--- config.mk ---
export PLATFORM = sky130hd
export DESIGN_NAME = segway_drive_seq
export DESIGN_NICKNAME = d
export VERILOG_FILES = /design/src/rtl/segway_drive_seq.sv
export SDC_FILE = /design/constraint.sdc
export NUM_CORES = 1
export LEC_CHECK = 0
export CORE_ASPECT_RATIO = 1.1
export CORE_MARGIN = 8
export CORE_UTILIZATION = 60
export DETAILED_ROUTE_END_ITERATION = 6
export PLACE_DENSITY = 0.84
export SETUP_SLACK_MARGIN = 0.4
export SYNTH_ARGS = -nofsm -noshare
export SYNTH_HDL_FRONTEND = slang
export SYNTH_SLANG_ARGS = --single-unit
--- constraint.sdc ---
create_clock -name clk -period 5.4 [get_ports clk]
set_clock_uncertainty 0.1 [all_clocks]
set_input_delay 1.35 -clock clk [delete_from_list [all_inputs] [get_ports clk]]
set_output_delay 1.35 -clock clk [all_outputs]
set_load 0.05 [all_outputs]
--- src/rtl/segway_drive_seq.sv ---
// Power/drive sequencer: soft-start ramp, motor enable, steering qualification and
// latched overspeed fault for the balance-math datapath.
module segway_drive_seq #(
    parameter int RAMP_DIV  = 16,
    parameter int FAULT_DIV = 4,
    parameter int STEER_DLY = 1024,
    parameter int OVS_CNT   = 4
) (
    input  logic       clk,
    input  logic       rst_n,
    input  logic       pwr_req,
    input  logic       steer_ok,
    input  logic       too_fast,
    input  logic       fault_clr,
    output logic [7:0] ss_tmr,
    output logic       pwr_up,
    output logic       en_steer,
    output logic       fault,
    output logic       ramp_done,
    output logic [2:0] state
);

    localparam int MAX_DIV = (RAMP_DIV > FAULT_DIV) ? RAMP_DIV : FAULT_DIV;
    localparam int PW      = $clog2(MAX_DIV + 1);
    localparam int SW      = $clog2(STEER_DLY + 1);
    localparam int OW      = $clog2(OVS_CNT + 1);

    typedef enum logic [2:0] {
        S_IDLE  = 3'd0,
        S_RAMP  = 3'd1,
        S_RUN   = 3'd2,
        S_DOWN  = 3'd3,
        S_FAULT = 3'd4
    } state_t;

    state_t        cur_st;
    state_t        nxt_st;
    logic [PW-1:0] presc;
    logic [SW-1:0] steer_cnt;
    logic [OW-1:0] ovs_cnt;
    logic [PW-1:0] div_last;
    logic          ramping;
    logic          step;
    logic          ovs_hit;

    // Handshake-free block: every input is a level sampled on each rising clk edge.
    always_comb begin
        div_last = (cur_st == S_FAULT) ? PW'(FAULT_DIV - 1) : PW'(RAMP_DIV - 1);
        ramping  = (cur_st == S_RAMP) || (cur_st == S_DOWN) || (cur_st == S_FAULT);
        step     = ramping && (presc == div_last);
        // Hit on the edge that brings the run of too_fast samples up to OVS_CNT.
        ovs_hit  = too_fast && (ovs_cnt >= OW'(OVS_CNT - 1));
    end

    always_ff @(posedge clk or negedge rst_n) begin
        if (!rst_n) begin
            cur_st <= S_IDLE;
        end else begin
            cur_st <= nxt_st;
        end
    end

    always_comb begin
        nxt_st = cur_st;
        case (cur_st)
            S_IDLE: begin
                if (pwr_req) nxt_st = S_RAMP;
            end
            S_RAMP: begin
                if (ovs_hit)                         nxt_st = S_FAULT;
                else if (!pwr_req)                   nxt_st = S_DOWN;
                else if (step && ss_tmr >= 8'd254)   nxt_st = S_RUN;
            end
            S_RUN: begin
                if (ovs_hit)       nxt_st = S_FAULT;
                else if (!pwr_req) nxt_st = S_DOWN;
            end
            S_DOWN: begin
                if (ovs_hit)                         nxt_st = S_FAULT;
                else if (pwr_req)                    nxt_st = S_RAMP;
                else if (step && ss_tmr <= 8'd1)     nxt_st = S_IDLE;
            end
            S_FAULT: begin
                if (ss_tmr == 8'd0 && fault_clr && !too_fast) nxt_st = S_IDLE;
            end
            default: nxt_st = S_IDLE;
        endcase
    end

    // Prescaler restarts on any state change so the first step lands DIV cycles in.
    always_ff @(posedge clk or negedge rst_n) begin
        if (!rst_n) begin
            presc     <= '0;
            ss_tmr    <= 8'd0;
            steer_cnt <= '0;
            ovs_cnt   <= '0;
        end else begin
            if ((nxt_st != cur_st) || !ramping || step) presc <= '0;
            else                                        presc <= presc + PW'(1);

            if (step) begin
                if (cur_st == S_RAMP) begin
                    if (ss_tmr != 8'd255) ss_tmr <= ss_tmr + 8'd1;
                end else if (ss_tmr != 8'd0) begin
                    ss_tmr <= ss_tmr - 8'd1;
                end
            end

            if (!too_fast)                   ovs_cnt <= '0;
            else if (ovs_cnt != OW'(OVS_CNT)) ovs_cnt <= ovs_cnt + OW'(1);

            if (cur_st != S_RUN || !steer_ok)    steer_cnt <= '0;
            else if (steer_cnt != SW'(STEER_DLY)) steer_cnt <= steer_cnt + SW'(1);
        end
    end

    // Outputs decode only registered state, so they change right after the edge.
    always_comb begin
        pwr_up    = (cur_st == S_RAMP) || (cur_st == S_RUN) || (cur_st == S_DOWN) ||
                    ((cur_st == S_FAULT) && (ss_tmr != 8'd0));
        fault     = (cur_st == S_FAULT);
        en_steer  = (cur_st == S_RUN) && (steer_cnt == SW'(STEER_DLY));
        ramp_done = (cur_st == S_RUN);
        state     = cur_st;
    end

endmodule

==> impl_metrics.tcl, run 1 <==
set metrics [dict create \
    rows 21 \
    totalWireLength_um 4160 \
    ios 21 \
    hold_path.class "reg2reg" \
    synth_compound_area_frac 0.125 \
    synth_ff_type "dfrtp_1" \
    setup_tns_ns 0 \
    detail_route.wl_per_cell_um 16.0 \
    hold_buffers 0 \
    cts_tree "built" \
    syn_nets 220 \
    cts_root_buffer "clkbuf_4" \
    ys_seq_elements 30 \
    outcome "completed" \
    dpl-instance-area_um2 2080 \
    rsz0062_at_grt "no" \
    slew_headroom 0.490 \
    yosysWarnings 0 \
    detail-route-antenna-nets 0 \
    p_sw_frac 0.461 \
    synthCells 204 \
    final_cell_mix "dfrtp_1, nor2_1, clkdlybuf4s50_1" \
    vdd.ir_drop.worst_v 0.000267 \
    synth_simple_gate_area_frac 0.261 \
    finalHoldViolations 0 \
    grt_max_degree 31 \
    fmax_mhz 247 \
    synth_top_family_by_area "simple AND/OR/NAND/NOR gates" \
    finalPower_mw 0.851 \
    synth_cell_type_count 42 \
    n_antenna_cell 0 \
    drv_cap 0 \
    viasPerCell 5.99 \
    required_ns 3.95 \
    leakagePower_nw 0.945 \
    end_kind "output pin" \
    stdcell_count 260 \
    p_sw_mw 0.392 \
    clkPwrFrac 0.164 \
    die_area_um2 5140 \
    htree_levels 2 \
    post_cts_resized 0 \
    async_reset_ff_frac 1.00 \
    cts_buffer_depth 2 \
    finalSetupViolations 0 \
    combinationalPowerShare 0.480 \
    synth-xor-area-share 0.0989 \
    ys_seq_area_frac 0.403 \
    crit_slowest_cell "clkdlybuf4s50_1" \
    drc 0 \
    crit_top_cell "nand2_1" \
    power_density_nw_per_um2 397 \
    synth.area.mux_share 0.00538 \
    syn-cell-area_um2 1860 \
    cts_sinks 30 \
    drive_gt1_frac 0.0664 \
    gp_congestion 0.979 \
    core_um2 3000 \
    initial_core_util 0.621 \
    cts_buffers 5 \
    antenna_found_initial 0 \
    dr.pass1.iters 4 \
    worst_pin_slew_ns 0.764 \
    numPortBuffers 20 \
    slew_violations 0 \
    nNetsFinal 241 \
    vias 1558 \
    path_cells "or4_4 -> nor3_1 -> nand2_1 -> nand2_1 -> nand2_1 -> clkdlybuf4s50_1" \
    start_kind "flip-flop" \
    setup_slack_ns 1.35 \
    path_clk_slew_ns 0.09 \
    cellInternalPower_mw 0.459 \
    insertion_delay_ns 0.33 \
    dp_slack_ns 1.71 \
    crit_type "reg2out" \
    final_area_um2 2140 \
    cts_setup_buffers 0 \
    grt_pass1_wl_um 7110 \
    syn2layout_area_growth_pct 15.2 \
    overflow 0 \
    fp.dieW_um 69.1 \
    synth-adder-area-share 0.0672 \
    hpwl_um 3090 \
    grt.total_usage 0.168 \
    grt_pass1_vias 1610 \
    arrival_ns 2.60 \
    p_seq_frac 0.357 \
    fin_crit_sh 0.750 \
    slowest_delay_ns 0.69 \
    path_max_fanout 10 \
    dpl.cell_count 252 \
    synth_edf_count 0 \
    synth_area_per_cell_um2 9.12 \
    min_period_ns 4.05 \
    layout_commonest_cell "dfrtp_1" \
    drtIter0Drc 91 \
    fp.dieH_um 74.4 \
]
-- final timing paths --
kind	start	end	slack, ns	cells after the start
max	ss_tmr[2]	pwr_up	1.35	6
min	presc[0]	presc[0]	0.38	1
min reg2reg	presc[0]	presc[0]	0.38	1
max in group asynchronous	rst_n	presc[2]	3.61	2
max reg2reg	ovs_cnt[0]	presc[2]	3.08	7
min in group asynchronous	rst_n	steer_cnt[9]	1.30	2
-- cells by family after synthesis --
family	count (synthesis)
simple gates	92
flops	30
mux	1
xor+xnor	21
compound gates	31
fa+ha+maj	10
buf+inv	19
-- cell type report --
| cell class | instances | area, µm² |
|---|---|---|
| flip-flops and latches | 30 | 751 |
| inverters | 12 | 45.0 |
| multi-input cells | 155 | 1040 |
| clock buffers | 7 | 55.1 |
| fillers | 233 | 852 |
| clock inverters | 1 | 5.00 |
| well taps | 34 | 42.5 |
| repair buffers | 21 | 208 |
-- Yosys cell counts, types with 4 or more instances --
cell      number  area share
or3_1          4       0.013
nor4_1         8       0.027
xnor2_1        8       0.038
nor2_1        22       0.044
dfrtp_1       30        0.40
clkbuf_1       6       0.012
xor2_1        13       0.061
nand3_1       14       0.038
inv_1         12       0.024
and3_1         4       0.013
nand2_1       17       0.034
ha_1          10       0.067
nor3_1         4       0.011
a21oi_1       11       0.030
nor3b_1        4       0.016
-- through the flow --
stage	hold slack (ns)	util
after CTS	0.384	0.716
after detailed placement	0.372	0.695
final	0.384	0.716
after global placement	0.361	0.695
after floorplan	0.343	-
after global routing	0.404	0.716
-- worst max-delay path: cells and delay by family, from the launching register on --
family / cells / cell delay, ns
and+or+nand+nor: 5 / 1.07
buffers and inverters: 1 / 0.69
DFF: 1 / 0.50
-- flip-flops by register name, indices dropped and copies added, names as in the netlist --
name and cells:
ovs_cnt 3, steer_cnt 11, presc 5, ss_tmr 8, state 3
-- power by group through the flow --
stage	clock network [mW]	logic (mW)	registers [mW]
floorplan	0	0.281	0.318
global placement	0	0.394	0.301
detailed placement	0	0.404	0.307
CTS	0.146	0.407	0.302
global route	0.155	0.443	0.312
finish	0.139	0.408	0.304
-- routing by layer --
layer | global-route usage | vias up | routed length (µm)
met5 | 0 | - | 0
met4 | 0.0683 | 0 | 57
met3 | 0.0573 | 5 | 292
met2 | 0.313 | 48 | 2140
met1 | 0.170 | 746 | 1660
li1 | - | 759 | -
Note: power is estimated with default switching activity, not from simulation.
==> run 2: changes to the inputs <==
- CORE_UTILIZATION: 60 -> 56
- PLACE_DENSITY: 0.84 -> 0.8
- clock period: 5.4 -> 4.1 ns (I/O delays scaled with it)
==> impl_metrics.tcl, run 2 (synthesized netlist as in run 1, its figures left out) <==
set metrics [dict create \
    sequential_cell_area_um2 751 \
    nNetsFinal 241 \
    numPortBuffers 20 \
    vias 1578 \
    slew_violations 0 \
    cts_tree "built" \
    path_max_fanout 14 \
    rows 22 \
    detail-route-antenna-nets 0 \
    arrival_ns 2.39 \
    required_ns 2.97 \
    slowest_delay_ns 0.81 \
    layout_commonest_cell "dfrtp_1" \
    ios 21 \
    htree_levels 2 \
    totalWireLength_um 4050 \
    multiInputGateArea_um2 1040 \
    overflow 0 \
    finalSetupViolations 0 \
    path_cells "or3b_2 -> inv_1 -> clkdlybuf4s50_1" \
    drv_cap 0 \
    fin_crit_sh 0.857 \
    power_density_nw_per_um2 523 \
    cts_buffer_depth 2 \
    vdd.ir_drop.worst_v 0.000415 \
    outcome "completed" \
    start_kind "flip-flop" \
    drive_gt1_frac 0.0708 \
    crit_slowest_cell "clkdlybuf4s50_1" \
    hold_path.class "reg2reg" \
    top_register "steer_cnt" \
    largest_reg_flops 11 \
    cts_buffers 5 \
    setup_slack_ns 0.585 \
    crit_type "reg2out" \
    n_fill_cell 267 \
    hold_buffers 0 \
    cts_root_buffer "clkbuf_4" \
    insertion_delay_ns 0.33 \
    end_kind "output pin" \
    slew_headroom 0.401 \
    hpwl_um 2910 \
    viasPerCell 6.02 \
    worst_pin_slew_ns 0.892 \
    drc 0 \
    cts_sinks 30 \
    grt_pass1_vias 1593 \
    fp.dieW_um 71.0 \
    dr.pass1.iters 4 \
    min_period_ns 3.52 \
    drtIter0Drc 94 \
    setup_tns_ns 0 \
    die_area_um2 5420 \
    core_um2 3250 \
    gp_congestion 0.868 \
    final_cell_mix "dfrtp_1, nor2_1, clkdlybuf4s50_1" \
    dp_slack_ns 0.720 \
    fp.dieH_um 76.5 \
    path_clk_slew_ns 0.11 \
    leakagePower_nw 0.944 \
    initial_core_util 0.573 \
    rsz0062_at_grt "no" \
    grt_pass1_wl_um 7010 \
    detail_route.wl_per_cell_um 15.5 \
    largestRegisters "steer_cnt: 11 flops, ss_tmr: 8 flops, presc: 5 flops" \
    grt_max_degree 31 \
    n_antenna_cell 0 \
    syn2layout_area_growth_pct 15.5 \
    finalHoldViolations 0 \
    fmax_mhz 284 \
    antenna_found_initial 0 \
    grt.total_usage 0.159 \
]
## run 2: critical path: cells and delay by family (launching register included)
kind                   cells  cell delay, ns
buffers and inverters      2            0.93
flip-flops                 1            0.58
AND/OR/NAND/NOR            1            0.55
## run 2: report_power, final
part           switching, mW  total (mW)  leakage [nW]  internal (mW)
clock network          0.109       0.191        0.0343         0.0824
registers             0.0678       0.398         0.412          0.331
logic                  0.347       0.533         0.498          0.186
total                  0.524        1.12         0.944          0.599
## run 2: area by class of cell
| cell class | count | share of cell area |
|---|---|---|
| clock buffer | 6 | 0.0239 |
| clock inverter | 2 | 0.00582 |
| inverter | 12 | 0.0210 |
| multi-input combinational | 155 | 0.483 |
| sequential | 30 | 0.349 |
| tap | 36 | 0.0210 |
| timing repair buffer | 21 | 0.0961 |
## run 2: worst paths after layout
path | endpoint | cells after the start | startpoint | slack [ns]
setup / recovery | fault | 3 | state[2] | 0.58
hold / removal | presc[0] | 1 | presc[0] | 0.38
setup reg to reg | presc[2] | 7 | ovs_cnt[0] | 1.63
hold reg to reg | presc[0] | 1 | presc[0] | 0.38
max in group asynchronous | presc[4] | 2 | rst_n | 2.65
min in group asynchronous | ss_tmr[0] | 2 | rst_n | 0.97
## run 2: stage by stage
step                area, µm²   util  hold slack, ns  cells  total power, mW
CTS                      2150  0.661           0.379    262             1.12
global placement         2090  0.642           0.367    254            0.921
detailed placement       2090  0.642           0.365    254            0.941
global route             2150  0.661           0.424    262             1.19
finish                   2150  0.661           0.379    262             1.12
floorplan                1860      -           0.343    204            0.789
## run 2: routing by layer
metal / GRT usage / up-vias / share of wire / routed length [µm]
met4: 0.0771 / 0 / 0.019 / 78
met5: 0 / - / 0 / 0
met3: 0.0487 / 9 / 0.055 / 223
met2: 0.267 / 46 / 0.50 / 2030
met1: 0.175 / 757 / 0.42 / 1720
li1: - / 766 / - / -
## run 2: what timing repair did
action | in CTS | in global routing
setup buffers | 0 | 0
endpoints found under the setup margin | 1 | 0
resized for setup | 1 | 0
==> run 3: changes to the inputs <==
- ABC_CLOCK_PERIOD_IN_PS: unset -> 4100
==> results of run 3 <==
No change in the layout: final DEF, timing and power equal those of run 2.
